==> config.mk <==
export PLATFORM = sky130hd
export DESIGN_NAME = rf_write_arbiter
export DESIGN_NICKNAME = d
export VERILOG_FILES = /design/src/rtl/rf_write_arbiter.sv
export SDC_FILE = /design/constraint.sdc
export NUM_CORES = 1
export LEC_CHECK = 0
export CAP_MARGIN = 5
export CELL_PAD_IN_SITES_DETAIL_PLACEMENT = 1
export CELL_PAD_IN_SITES_GLOBAL_PLACEMENT = 2
export CORE_MARGIN = 1.5
export CORE_UTILIZATION = 30
export CTS_CLUSTER_DIAMETER = 40
export DETAILED_ROUTE_END_ITERATION = 10
export PLACE_DENSITY_LB_ADDON = 0.1
export SLEW_MARGIN = 0
export SYNTH_ARGS = -nofsm -noshare
export SYNTH_HDL_FRONTEND = slang
export SYNTH_SLANG_ARGS = --single-unit
==> constraint.sdc <==
create_clock -name CLK -period 2.1 [get_ports CLK]
set_clock_uncertainty 0.15 [all_clocks]
set_input_delay 0.21 -clock CLK [delete_from_list [all_inputs] [get_ports CLK]]
set_output_delay 0.21 -clock CLK [all_outputs]
set_load 0.005 [all_outputs]
==> src/rtl/rf_write_arbiter.sv <==
// rf_write_arbiter: shares the register-file write port between Writeback and a buffered mul/div result FIFO,
// and tracks pending multi-cycle destinations for Decode hazard stalls.
module rf_write_arbiter #(
  parameter int AWL    = 6,
  parameter int DWL    = 32,
  parameter int STARVE = 4
) (
  input  logic           CLK,
  input  logic           RSTn,
  input  logic           RFWEW,
  input  logic [AWL-2:0] RFAW,
  input  logic [DWL-1:0] ResultW,
  input  logic           MDValid,
  input  logic [AWL-2:0] MDA,
  input  logic [DWL-1:0] MDData,
  output logic           MDReady,
  input  logic           IssueMD,
  input  logic [AWL-2:0] IssueA,
  input  logic [AWL-2:0] RsD,
  input  logic [AWL-2:0] RtD,
  input  logic [AWL-2:0] RdD,
  output logic           StallD,
  output logic           WBHold,
  output logic           RFWE,
  output logic [AWL-2:0] RFWA,
  output logic [DWL-1:0] RFWD
);
  localparam int RW = AWL - 1;
  localparam int NR = 1 << RW;
  logic [1:0]    cnt_q, cnt_d;
  logic          hd_q, hd_d;
  logic [3:0]    st_q, st_d;
  logic [NR-1:0] pend_q, pend_d;
  logic [RW-1:0] addr_q [2];
  logic [DWL-1:0] data_q [2];
  logic          nonempty, fifo_gnt, enq, tail;
  assign nonempty = cnt_q != 2'd0;
  assign MDReady  = cnt_q != 2'd2;
  assign WBHold   = (st_q == 4'(STARVE)) && nonempty;
  assign fifo_gnt = nonempty && (WBHold || !RFWEW);
  assign enq      = MDValid && MDReady;
  assign tail     = hd_q ^ cnt_q[0];
  assign RFWE     = RSTn && (fifo_gnt || RFWEW);
  assign RFWA     = fifo_gnt ? addr_q[hd_q] : RFWEW ? RFAW : '0;
  assign RFWD     = fifo_gnt ? data_q[hd_q] : RFWEW ? ResultW : '0;
  assign StallD   = pend_q[RsD] | pend_q[RtD] | pend_q[RdD];
  assign cnt_d    = cnt_q + {1'b0, enq} - {1'b0, fifo_gnt};
  assign hd_d     = hd_q ^ fifo_gnt;
  // Only a Writeback win with a non-empty FIFO can leave the counter running.
  assign st_d     = (fifo_gnt || !nonempty) ? 4'd0 : st_q + 4'd1;
  always_comb begin
    pend_d = pend_q;
    if (fifo_gnt) pend_d[addr_q[hd_q]] = 1'b0;
    if (IssueMD) pend_d[IssueA] = 1'b1;
    pend_d[0] = 1'b0;
  end
  always_ff @(posedge CLK or negedge RSTn) begin
    if (!RSTn) begin
      cnt_q     <= '0;
      hd_q      <= 1'b0;
      st_q      <= '0;
      pend_q    <= '0;
      addr_q[0] <= '0;
      addr_q[1] <= '0;
      data_q[0] <= '0;
      data_q[1] <= '0;
    end else begin
      cnt_q  <= cnt_d;
      hd_q   <= hd_d;
      st_q   <= st_d;
      pend_q <= pend_d;
      if (enq) begin
        addr_q[tail] <= MDA;
        data_q[tail] <= MDData;
      end
    end
  end
endmodule

# Word-level counts from Yosys, hierarchy flattened
# Cells that the tools add are included.
dict set report totals {
  register_bits 112
  latchBits 0
  ram_bits 0
  romBits 0
  out_inout_bits 41
  wordCells 74
  n_memories 0
}
dict set report op_classes {
  n_addsub 3
  multipliers 0
  div 0
  magnitude_cmp 10
  n_eq_ne 2
  shifts 0
  muxes 29
  bitwise 9
  reduce_logical 13
}
# operator n
set ops {}
lappend ops {{2-to-1 mux 32 bit} 8}
lappend ops {{bitwise mux 64 bit} 1}
lappend ops {{bitwise AND 32 bit} 1}
lappend ops {{demux 32 bit (select 1 bit)} 1}
lappend ops {{inverter 32 bit} 1}
lappend ops {{bitwise OR 32 bit} 1}
lappend ops {{less-than comparator 5 x 6 -> 1 bit, second input constant} 5}
lappend ops {{2-to-1 mux 5 bit} 6}
lappend ops {{binary-select mux 1 bit (select 5 bit)} 3}
lappend ops {{bitwise mux 10 bit} 1}
lappend ops {{demux 1 bit (select 5 bit)} 2}
lappend ops {{greater-or-equal comparator 5 x 1 -> 1 bit, second input constant} 2}
lappend ops {{logical AND 1 bit} 7}
lappend ops {{demux 5 bit (select 1 bit)} 1}
lappend ops {{2-to-1 mux 1 bit} 5}
lappend ops {{adder 4 x 1 -> 4 bit, second input constant} 1}
lappend ops {{== test 4 x 3 -> 1 bit, second input constant} 1}
lappend ops {{greater-or-equal comparator 2 bit, second input constant} 2}
lappend ops {{2-to-1 mux 4 bit} 1}
lappend ops {{inverter 1 -> 2 bit} 2}
lappend ops {{logical OR 1 bit} 3}
lappend ops {{adder 2 x 1 -> 2 bit} 1}
lappend ops {{zero test 1 bit} 2}
lappend ops {{less-than comparator 2 x 1 -> 1 bit, second input constant} 1}
lappend ops {{other kinds (5)} 7}

# Depth between registers and ports, before layout
# Gate-level depths: netlist (run 1).
dict set report depth {
  ltp_word 13
  mapped_depth 10
}

# Least setup slack after synthesis (run 1)
# No wires, ideal clock.
dict set report synth_timing {
  kind {reg2reg}
  startpoint {register st_q[0]}
  endpoint {register cnt_q[1]}
  setup_time_ns 0.126
  arrival_time_ns 1.673
  required_time_ns 1.824
  setup_slack_ns 0.151
  path_stages_with_launch 11
  cell_sequence {dfrtp_1 > inv_1 > ha_1 > nand3b_1 > a21o_1 > inv_1 > ha_1 > inv_1 > ha_1 > xnor2_1 > xnor2_1}
}
dict set report synth_between {
  elab_chain_cells 5
}
# element line
set synth_rtl {}
lappend synth_rtl {{start: declaration} 32} ;# logic [3:0] st_q, st_d;
lappend synth_rtl {{start signal: assignment} 70} ;# st_q <= st_d;
lappend synth_rtl {{== test 4 x 3 -> 1 bit} 39} ;# assign WBHold = (st_q == 4'(STARVE)) && nonempty;
lappend synth_rtl {{logical AND 1 bit} 39}
lappend synth_rtl {{logical OR 1 bit} 40} ;# assign fifo_gnt = nonempty && (WBHold || !RFWEW);
lappend synth_rtl {{logical AND 1 bit} 40}
lappend synth_rtl {{subtractor 2 x 1 -> 2 bit} 47} ;# assign cnt_d = cnt_q + {1'b0, enq} - {1'b0, fifo_gnt};
lappend synth_rtl {{named net cnt_d[1]} 30} ;# logic [1:0] cnt_q, cnt_d;
lappend synth_rtl {{end signal: assignment} 68} ;# cnt_q <= cnt_d;
lappend synth_rtl {{end: declaration} 30}
# The timed path passes the listed nets, and every way through them passes these cells.
# A chain may end at the register's enable or synchronous reset.

# Final worst setup path (run 1)
dict set report layout_timing {
  startpoint {register pend_q[12]}
  endpoint {output port StallD}
}
dict set report layout_between {
  elab_chain_cells 4
  word_cells_on_any_way 8
}
# element line
set layout_rtl {}
lappend layout_rtl {{start: declaration} 33} ;# logic [NR-1:0] pend_q, pend_d;
lappend layout_rtl {{start signal: assignment} 71} ;# pend_q <= pend_d;
lappend layout_rtl {{binary-select mux 1 bit (select 5 bit)} 46} ;# assign StallD = pend_q[RsD] | pend_q[RtD] | pend_q[RdD];
lappend layout_rtl {{2-to-1 mux 1 bit (not written as such)} 46}
lappend layout_rtl {{bitwise OR 1 bit} 46}
lappend layout_rtl {{bitwise OR 1 bit (*)} 46}
lappend layout_rtl {{end: declaration} 22} ;# output logic StallD,
# Mark *: on every way between the ends. The rest lies on a longest branch, timed or not. The select of a mux whose other input is x is not followed.

==> results of run 1 <==
## cell type report
| class | count | area, um2 |
|---|---|---|
| Clock inverter | 3 | 26.28 |
| Timing Repair Buffer | 245 | 2414 |
| Tap cell | 275 | 344.1 |
| Multi-Input combinational cell | 389 | 3875 |
| Inverter | 11 | 56.30 |
| Fill cell | 2220 | 11110 |
| Clock buffer | 13 | 250.2 |
| Sequential cell | 112 | 2814 |
## sequential cells by signal (all words and copies together), names as in the netlist
name	flops
addr_q	10
hd_q	1
cnt_q	2
pend_q	31
st_q	4
data_q	64
## worst paths after layout
check	end	cells after the start	slack, ns
setup / recovery	StallD	7	-0.31
hold / removal	data_q[28]	2	0.33
setup reg to reg	cnt_q[1]	12	-0.23
hold reg to reg	data_q[41]	1	0.36
max in group asynchronous	pend_q[18]	3	0.76
min in group asynchronous	data_q[19]	3	0.45
## power groups by stage
stage / combinational [W] / sequential (W) / clock [W]
CTS: 0.00732 / 0.00423 / 0.00174
global placement: 0.00635 / 0.00421 / 0
finish: 0.00779 / 0.00425 / 0.00168
detailed placement: 0.00648 / 0.00425 / 0
floorplan: 0.00396 / 0.00379 / 0
global route: 0.00844 / 0.00439 / 0.00181
## worst max-delay path, stage by stage (launching register included)
cell       delay, ns
dfrtp_1         0.48
mux4_2          0.49
inv_1           0.08
a2111oi_2       0.07
buf_4           0.14
nor3_1          0.17
nand4_1         0.12
buf_2           0.15
## layer usage
metal / track usage / routed length (um)
met1: 0.2568 / 9534
met2: 0.3598 / 11410
met3: 0.04110 / 899
met4: 0.04505 / 242
met5: 0 / 0
## what timing repair did
| item | in CTS | in global routing |
|---|---|---|
| endpoints found under the hold margin | 112 | 0 |
| pin swaps | 44 | 34 |
| gates resized for setup | 343 | 79 |
| setup endpoints to repair | 67 | 91 |
| setup buffers | 8 | 9 |
| cloned | 6 | 5 |
| hold buffers | 1 | 0 |
## cell usage in the layout, fill, tap and decap left out, types with 16 or more instances in the layout
cell type,synthesis,layout
mux2i_1,44,44
nand3_2,1,27
buf_2,10,38
mux2_4,31,31
nand2_1,20,16
o21ai_1,0,33
clkdlybuf4s50_1,0,95
o21ai_2,0,58
buf_4,2,73
mux2_2,54,54
dfrtp_1,112,103
## per-stage QoR
stage	total power, W	hold WS, ns	cells
final	0.01372	0.3345	1048
after global routing	0.01464	0.3328	1048
after CTS	0.01329	0.3222	1034
after detailed placement	0.01073	0.3104	1004
after global placement	0.01056	0.2951	1004
after floorplan	0.007747	-0.2356	544
## logic make-up after synthesis
kind of cell / after synthesis / share of synthesized area
fa+ha+maj: 4 / 0.007882
mux: 142 / 0.2863
compound gates: 121 / 0.1117
simple gates: 116 / 0.09971
xor+xnor: 6 / 0.008276
flops: 112 / 0.4414
buf+inv: 43 / 0.04473
==> impl_metrics.csv, run 1 <==
group,metric,value,unit
pwr,p_leak,4.166,nW
cts,clk_latency,0.36,ns
layout,area_growth,54.01,%
routing,vias_per_cell,5.080,
pwr,peakVddDrop,0.4952,mV
cts,cts_buffer_depth,2,
placement,hpwl,15600,um
timing,final_max_slew_viol_count,0,
cts,cts_buffers,9,
worst_setup_path,crit_fanout,4,
synthesis,synth_area,6350,um2
die,rows,53,
outcome,violations,"negative setup slack",
cts,h-tree-depth,3,
layout,final_cell_area,9779,um2
pwr,power_density,1402,nW/um2
synthesis,yosysSeqAreaShare,0.4414,
run,cap_violations,0,
layout,fin_nets,871,
pwr,clockPowerShare,0.122,
global_route,grt_pass1_vias,5862,
die,pin_count,140,
worst_setup_path,critPathKind,"flop to primary output",
synthesis,synth_area_per_cell,11.67,um2
die,start_util,0.3040,
pwr,switchingPower,0.005199,W
pwr,switching_share,0.3791,
routing,via_count,5324,
cts,cts_tree,"done",
synthesis,ys_ff_latch,112,
layout,insertedDiodeCount,0,
cts,cts_sinks,112,
layout,layout-drive-gt1-share,0.4968,
cts,clkTransAtPathRegs,0.07,ns
placement,io_buffers,139,
routing,wl,22090,um
routing,wl_per_cell,21.07,um
placement,dp_slack,-0.9090,ns
global_route,antenna_found_initial,0,
timing,tightest_slew,0.7778,ns
pwr,p_int,0.008516,W
synthesis,ys_types,54,
routing,drtIter0Drc,155,
synthesis,synth_top_cell_area_share,0.4414,
worst_setup_path,start_kind,"flop",
global_route,grt-ovfl-total,0,
synthesis,synth_cells,544,
timing,max_freq,414.8,MHz
synthesis,yosys.area.top_type,"dfrtp_1",
timing,setup_slack,-0.3109,ns
hold_path,hold_class,"input port to flop",
die,fp.dieH,148.5,um
placement,place_area,8541,um2
synthesis,ys_dominant_reg_cell,"dfrtp_1",
timing,period_minus_slack,2.411,ns
timing,relSlewSlack,0.4814,
timing,finalHoldViolations,0,
worst_setup_path,cp-end-kind,"primary output",
die,core_area,20890,um2
worst_setup_path,critPathLaunch,"pend_q[12]",
global_route,grt_max_degree,61,
die,design.die.area,22050,um2
timing,setup_viol,71,
synthesis,synth_common_cells,"dfrtp_1, o21ai_0, mux2_2",
pwr,combPwrFrac,0.568,
routing,drc,0,
timing,finalSetupTns,-12.62,ns
worst_setup_path,critical_path_arrival,2.05,ns
synthesis,yosys_warnings,0,
worst_setup_path,critPathRequiredTime,1.74,ns
synthesis,synth.most_common_cell,"dfrtp_1",
synthesis,ys_top_cells_by_area,"dfrtp_1, mux2_2, mux2_4",
die,die_w,148.5,um
cts,clock-root-buffer,"clkbuf_16",
outcome,status,"finished with violations",
global_route,grt_util_all_layers,0.2039,
timing,rsz0062_at_grt,"true",
synthesis,synth_edf_count,0,
pwr,seqPwrFrac,0.310,
routing,dr.pass1.iters,6,
global_route,grt_pass1_wl,34200,um
synthesis,synthesis.nets,647,
synthesis,synthArstFlopShare,1.000,
hold_path,min_from,"MDData[28]",
placement,routabilityCongestion,0.8616,
timing,period_share,1.148,
worst_setup_path,r2r-start,"st_q[0]",
routing,ant_nets,0,
layout,fin_util,0.4682,
No activity file was read; power rests on OpenSTA's default activity.
==> run 2, diff against run 1 <==
Settings changed: TNS_END_PERCENT from default to 100.
==> results of run 2 <==
No change in the layout: final DEF, timing and power equal those of run 1.
==> run 3, diff against run 2 <==
Settings changed: TNS_END_PERCENT 100 to default.
==> results of run 3 <==
No change in the layout: final DEF, timing and power equal those of run 1.
